<file path="src/rtl/sb_mem_pkg.sv">
// Shared types and limits for the simple_bus memory target.
package sb_mem_pkg;
  typedef enum logic [1:0] {
    SB_RD       = 2'b00,
    SB_WR       = 2'b01,
    SB_BURST_RD = 2'b10,
    SB_RSVD     = 2'b11
  } sb_mode_e;

  typedef enum logic [1:0] {IDLE, GRANTED, WAIT, BEAT} sb_state_e;

  localparam int MAX_WAIT  = 15;
  localparam int MAX_BURST = 16;
endpackage

</file>
<file path="src/rtl/sb_mem_target_array.sv">
// Single-port word array: synchronous write, combinational read.
module sb_mem_array #(
  parameter int DATA_W = 8,
  parameter int DEPTH  = 256,
  parameter int IDX_W  = 8
) (
  input  logic              clk,
  input  logic              we,
  input  logic [IDX_W-1:0]  idx,
  input  logic [DATA_W-1:0] wdata,
  output logic [DATA_W-1:0] rdata
);
  logic [DATA_W-1:0] mem [DEPTH];

  always_ff @(posedge clk)
    if (we) mem[idx] <= wdata;

  assign rdata = mem[idx];
endmodule

</file>
<file path="src/rtl/sb_mem_target.sv">
// simple_bus memory target: req/gnt arbitration handshake, programmable wait
// states, wrapping burst reads and error beats for bad mode/address.
module sb_mem_target import sb_mem_pkg::*; #(
  parameter int ADDR_W      = 8,
  parameter int DATA_W      = 8,
  parameter int DEPTH       = 256,
  parameter int WAIT_CYCLES = 1,
  parameter int BURST_LEN   = 4
) (
  input  logic              clk,
  input  logic              rst_n,
  input  logic              req,
  output logic              gnt,
  input  logic              start,
  input  logic [1:0]        mode,
  input  logic [ADDR_W-1:0] addr,
  input  logic [DATA_W-1:0] wdata,
  output logic [DATA_W-1:0] rdata,
  output logic              rdy,
  output logic              err
);
  localparam int              IDX_W    = (DEPTH > 1) ? $clog2(DEPTH) : 1;
  localparam logic [ADDR_W:0] DEPTH_X  = (ADDR_W+1)'(DEPTH);
  localparam logic [3:0]      WAIT_LD  = 4'(WAIT_CYCLES);
  localparam logic [4:0]      BURST_LD = 5'(BURST_LEN);

  if (DEPTH > (1 << ADDR_W)) begin : g_bad_depth
    $error("sb_mem_target: DEPTH exceeds 2**ADDR_W");
  end
  if (WAIT_CYCLES < 0 || WAIT_CYCLES > MAX_WAIT) begin : g_bad_wait
    $error("sb_mem_target: WAIT_CYCLES out of range 0..15");
  end
  if (BURST_LEN < 2 || BURST_LEN > MAX_BURST) begin : g_bad_burst
    $error("sb_mem_target: BURST_LEN out of range 2..16");
  end

  sb_state_e         state;
  sb_mode_e          cur_mode;
  logic [ADDR_W-1:0] cur_addr;
  logic [DATA_W-1:0] cur_wdata;
  logic              cur_err;
  logic [3:0]        wcnt;
  logic [4:0]        bcnt;

  logic [DATA_W-1:0] mem_rdata;
  logic              mem_we;
  logic [ADDR_W:0]   addr_inc;
  logic [ADDR_W-1:0] addr_nxt;
  logic              start_err;

  // Increment one bit wider so DEPTH == 2**ADDR_W still wraps cleanly.
  assign addr_inc  = {1'b0, cur_addr} + (ADDR_W+1)'(1);
  assign addr_nxt  = (addr_inc >= DEPTH_X) ? '0 : addr_inc[ADDR_W-1:0];
  assign start_err = (mode == SB_RSVD) || ({1'b0, addr} >= DEPTH_X);
  assign mem_we    = (state == BEAT) && (cur_mode == SB_WR) && !cur_err;

  sb_mem_array #(.DATA_W(DATA_W), .DEPTH(DEPTH), .IDX_W(IDX_W)) u_array (
    .clk   (clk),
    .we    (mem_we),
    .idx   (cur_addr[IDX_W-1:0]),
    .wdata (cur_wdata),
    .rdata (mem_rdata)
  );

  always_ff @(posedge clk or negedge rst_n) begin
    if (!rst_n) begin
      state     <= IDLE;
      gnt       <= 1'b0;
      rdy       <= 1'b0;
      err       <= 1'b0;
      rdata     <= '0;
      wcnt      <= '0;
      bcnt      <= '0;
      cur_mode  <= SB_RD;
      cur_addr  <= '0;
      cur_wdata <= '0;
      cur_err   <= 1'b0;
    end else begin
      rdy <= 1'b0;
      err <= 1'b0;
      case (state)
        IDLE: if (req) begin
          gnt   <= 1'b1;
          state <= GRANTED;
        end
        GRANTED: begin
          if (start) begin
            cur_mode  <= sb_mode_e'(mode);
            cur_addr  <= addr;
            cur_wdata <= wdata;
            cur_err   <= start_err;
            wcnt      <= WAIT_LD;
            bcnt      <= (mode == SB_BURST_RD && !start_err) ? BURST_LD : 5'd1;
            state     <= (WAIT_CYCLES == 0) ? BEAT : WAIT;
          end else if (!req) begin
            gnt   <= 1'b0;
            state <= IDLE;
          end
        end
        WAIT: begin
          wcnt <= (wcnt != 0) ? wcnt - 4'd1 : 4'd0;
          if (wcnt <= 4'd1) state <= BEAT;
        end
        BEAT: begin
          rdy   <= 1'b1;
          err   <= cur_err;
          rdata <= (cur_err || cur_mode == SB_WR) ? '0 : mem_rdata;
          bcnt  <= (bcnt != 0) ? bcnt - 5'd1 : 5'd0;
          if (bcnt > 5'd1) begin
            cur_addr <= addr_nxt;
            wcnt     <= WAIT_LD;
            state    <= (WAIT_CYCLES == 0) ? BEAT : WAIT;
          end else if (req) begin
            state <= GRANTED;
          end else begin
            gnt   <= 1'b0;
            state <= IDLE;
          end
        end
        default: begin
          gnt   <= 1'b0;
          state <= IDLE;
        end
      endcase
    end
  end
endmodule

</file>
<file path="config.mk">
export PLATFORM = sky130hd
export DESIGN_NAME = sb_mem_target
export DESIGN_NICKNAME = d
export VERILOG_FILES = /design/src/rtl/sb_mem_pkg.sv /design/src/rtl/sb_mem_target_array.sv /design/src/rtl/sb_mem_target.sv
export SDC_FILE = /design/constraint.sdc
export NUM_CORES = 2
export LEC_CHECK = 0
export CORE_AREA = 2 2 387 389
export CTS_CLUSTER_SIZE = 20
export DETAILED_ROUTE_END_ITERATION = 7
export DIE_AREA = 0 0 389 391
export DONT_BUFFER_PORTS = 1
export PLACE_DENSITY = 0.74
export SKIP_LAST_GASP = 1
export SYNTH_ARGS = -nofsm -noshare
export SYNTH_HDL_FRONTEND = slang
export SYNTH_SLANG_ARGS = --single-unit
</file>
<file path="constraint.sdc">
create_clock -name clk -period 5.8 [get_ports clk]
set_input_delay 0.58 -clock clk [delete_from_list [all_inputs] [get_ports clk]]
set_output_delay 0.58 -clock clk [all_outputs]
set_load 0.02 [all_outputs]
</file>
==> run metrics <==
status=finished clean; Net Count, Synth=3,998; cell count after synthesis=3,969; CP endpoint kind=flip-flop; DR iter-0 viols=6,429; DRC viols=0; vias per cell=6.647; initial core utilization=54.59%; fin crit period=4678 ps; Final WS setup=1122 ps; initial antenna violation count=8; Post-DP Area=83,210 um^2; flop-to-flop setup slack=1120 ps; count leader, synth=edfxtp_1; I/O Pins=33; final hold violation count=0; Seq/Total Area, Yosys=77.11%; Netlist cell types=54; Layout Area Growth over Synthesis=10.55%; Filler Cell Count=10.11k; Post-Syn Area per Cell=20.43 um^2; ys flop type=edfxtp_1; first-pass GRT wire length=280,900 um; number of nets with antenna violations after routing=0; EDFF count, synth=2,048; cell accounting for the most synthesized area=edfxtp_1; vias in the first global route=40.34k; CTS Sinks=2,089; crit-path max cell delay=970 ps; CP max FO=51; core area=148,500 um^2; RSZ-0062 raised after global routing=no; Overflow after GRT=0; Yosys top cell area share=75.84%; Worst Clk Skew=54.27 ps; final period utilization=80.66%; PwrDens=489.8 nW/um^2; Worst-Skew Late Latency=830 ps; Post-layout nets=4,060; Reg clk slew, reported paths=70 ps; # rows=142; Slew headroom=12.00%; H-tree depth=4; Pre-Repair DR Iteration Count=5; CTS max path bufs=3; final-report setup violation count=0; Ys Warns=0; Fin Setup TNS=0 ps; Hold Crit Class=in2reg; max cap viols=0; GRT Util Overall=25.40%; placer congestion estimate=0.8596; final wirelength=192,000 um; CP required=6470 ps; register area=62,570 um^2; Worst path slowest cell=a2111oi_2; fmax=213.8 MHz; maximum number of pins on one net before global-route repair=258; clk root buf=clkbuf_16; port buffer count=0; final max-slew violation count=0; CTS tree=yes; worst slew pin tran=1287 ps; Worst EP arrival=5350 ps; Via Count=40.86k; Post CTS Setup Buffer Count=0; synth top area cells=edfxtp_1 (76%), mux4_2 (12%), mux2i_1 (2.4%); WL/cell=31.24 um; Post-Syn Area=81,090 um^2; Yosys reg bits=2,089; ratio of cells with drive above 1 in the final layout=19.89%; ys async rst share=1.963%; Post-synth top cells=edfxtp_1 (2,048), mux4_2 (432), nor2_1 (302), mux2i_1 (193), clkbuf_1 (102); pre-CTS WS=1211 ps; Leak=28.37 nW; multi-input logic area=17,320 um^2; Worst setup SP type=flip-flop; worst-path cell chain=buf_12, buf_4, mux4_2, nand3_1, nand4_1, nor3_1, o2111ai_1, a2111oi_2, o22ai_1; critical path type=reg2reg; Die Area=152,100 um^2; design area=89,640 um^2; Die Y=391 um; IR drop worst, VDD=537.3 uV; Post-DP HPWL=112,800 um; Die Span X=389 um; CTS Buf Count=195
-- placed cells by master, fill, tap and decap left out, types with 19 or more instances in the layout --
master,Yosys,layout
a211oi_1,21,21
a21oi_1,56,56
a221oi_1,37,37
a22o_1,34,34
a22oi_1,38,38
a31oi_1,28,28
buf_4,36,68
clkbuf_1,102,55
clkbuf_16,0,199
clkinv_1,1,38
clkinv_2,0,36
dfrtp_1,41,29
dlygate4sd3_1,0,20
edfxtp_1,2048,2048
mux2i_1,193,193
mux4_2,432,432
nand2_1,86,86
nand3_1,76,76
nor2_1,302,302
nor2b_1,21,19
nor3_1,32,31
o21ai_0,59,59
o22ai_1,38,38
-- final cells by class --
cell class	instances	area share (%)
clock buffer	259	5.862
antenna	4	0.01117
tap	1944	2.713
multi-input combinational	1625	19.32
inverter	15	0.06281
clock inverter	106	1.048
timing repair buffer	105	1.181
sequential	2089	69.80
-- critical path: cells and delay by family (launching register included) --
kind / cells / cell delay (ps)
AOI/OAI and AO/OA: 3 / 1420
muxes: 1 / 420
buffers and inverters: 2 / 1060
and+or+nand+nor: 3 / 610
DFF: 1 / 920
-- sequential cells by signal, indices dropped and copies added (netlist names) --
register     cells
err              1
u_array.mem   2048
rdy              1
bcnt             5
gnt              1
cur_wdata        8
cur_mode         2
cur_addr         8
rdata            8
wcnt             4
state            2
cur_err          1
-- per-stage QoR --
stage | hold slack, ps | utilization (%) | instances | power [W]
final | 111.0 | 60.35 | 6147 | 0.04391
after detailed placement | 285.7 | 56.02 | 5757 | 0.03161
after global placement | 285.5 | 56.00 | 5757 | 0.03132
after floorplan | 284.4 | - | 3969 | 0.02752
after global routing | 97.47 | 60.35 | 6144 | 0.04518
after CTS | 34.16 | 60.35 | 6143 | 0.04388
-- worst paths after layout --
check	endpoint	cells after the start	startpoint
worst max-delay path	rdata[6]$_DFFE_PN0N_	9	cur_addr[1]$_DFFE_PN0P_
worst min-delay path	cur_addr[2]$_DFFE_PN0P_	2	addr[2]
worst max register to register	rdata[6]$_DFFE_PN0N_	9	cur_addr[1]$_DFFE_PN0P_
worst min register to register	cur_mode[0]$_DFFE_PN0P_	2	cur_mode[0]$_DFFE_PN0P_
max in group asynchronous	cur_addr[1]$_DFFE_PN0P_	2	rst_n
min in group asynchronous	gnt$_DFFE_PN0P_	2	rst_n
-- timing repair --
action                                 4_1_cts  5_1_grt
endpoints found under the hold margin       61        0
gates resized for setup                      0        0
hold buffers                                21        0
-- power by group --
part / total (W) / switching, W / internal (W)
logic: 0.0120 / 0.00776 / 0.00421
registers: 0.0195 / 0.000844 / 0.0187
clock network: 0.0124 / 0.00547 / 0.00697
total: 0.0439 / 0.0141 / 0.0298
-- cells by family (layout without fill, tap and decap cells) --
logic type / after synthesis / in the layout / synth area share [%]
DFF: 2089 / 2089 / 77.11
muxes: 640 / 640 / 14.59
and+or+nand+nor: 581 / 581 / 3.139
AOI/OAI and AO/OA: 397 / 397 / 3.439
buffers and inverters: 255 / 485 / 1.614
adders and majority gates: 7 / 7 / 0.1080
other: 0 / 4 / 0
-- routing by layer --
layer  GRT usage (%)  vias up  share of wire, %
li1                -    16615                 -
met1           36.50    21259                38
met2           39.29     2639                47
met3           5.737      341                11
met4           7.992        8               3.2
met5               0        -             0.025
No activity file was read; power rests on OpenSTA's default activity.
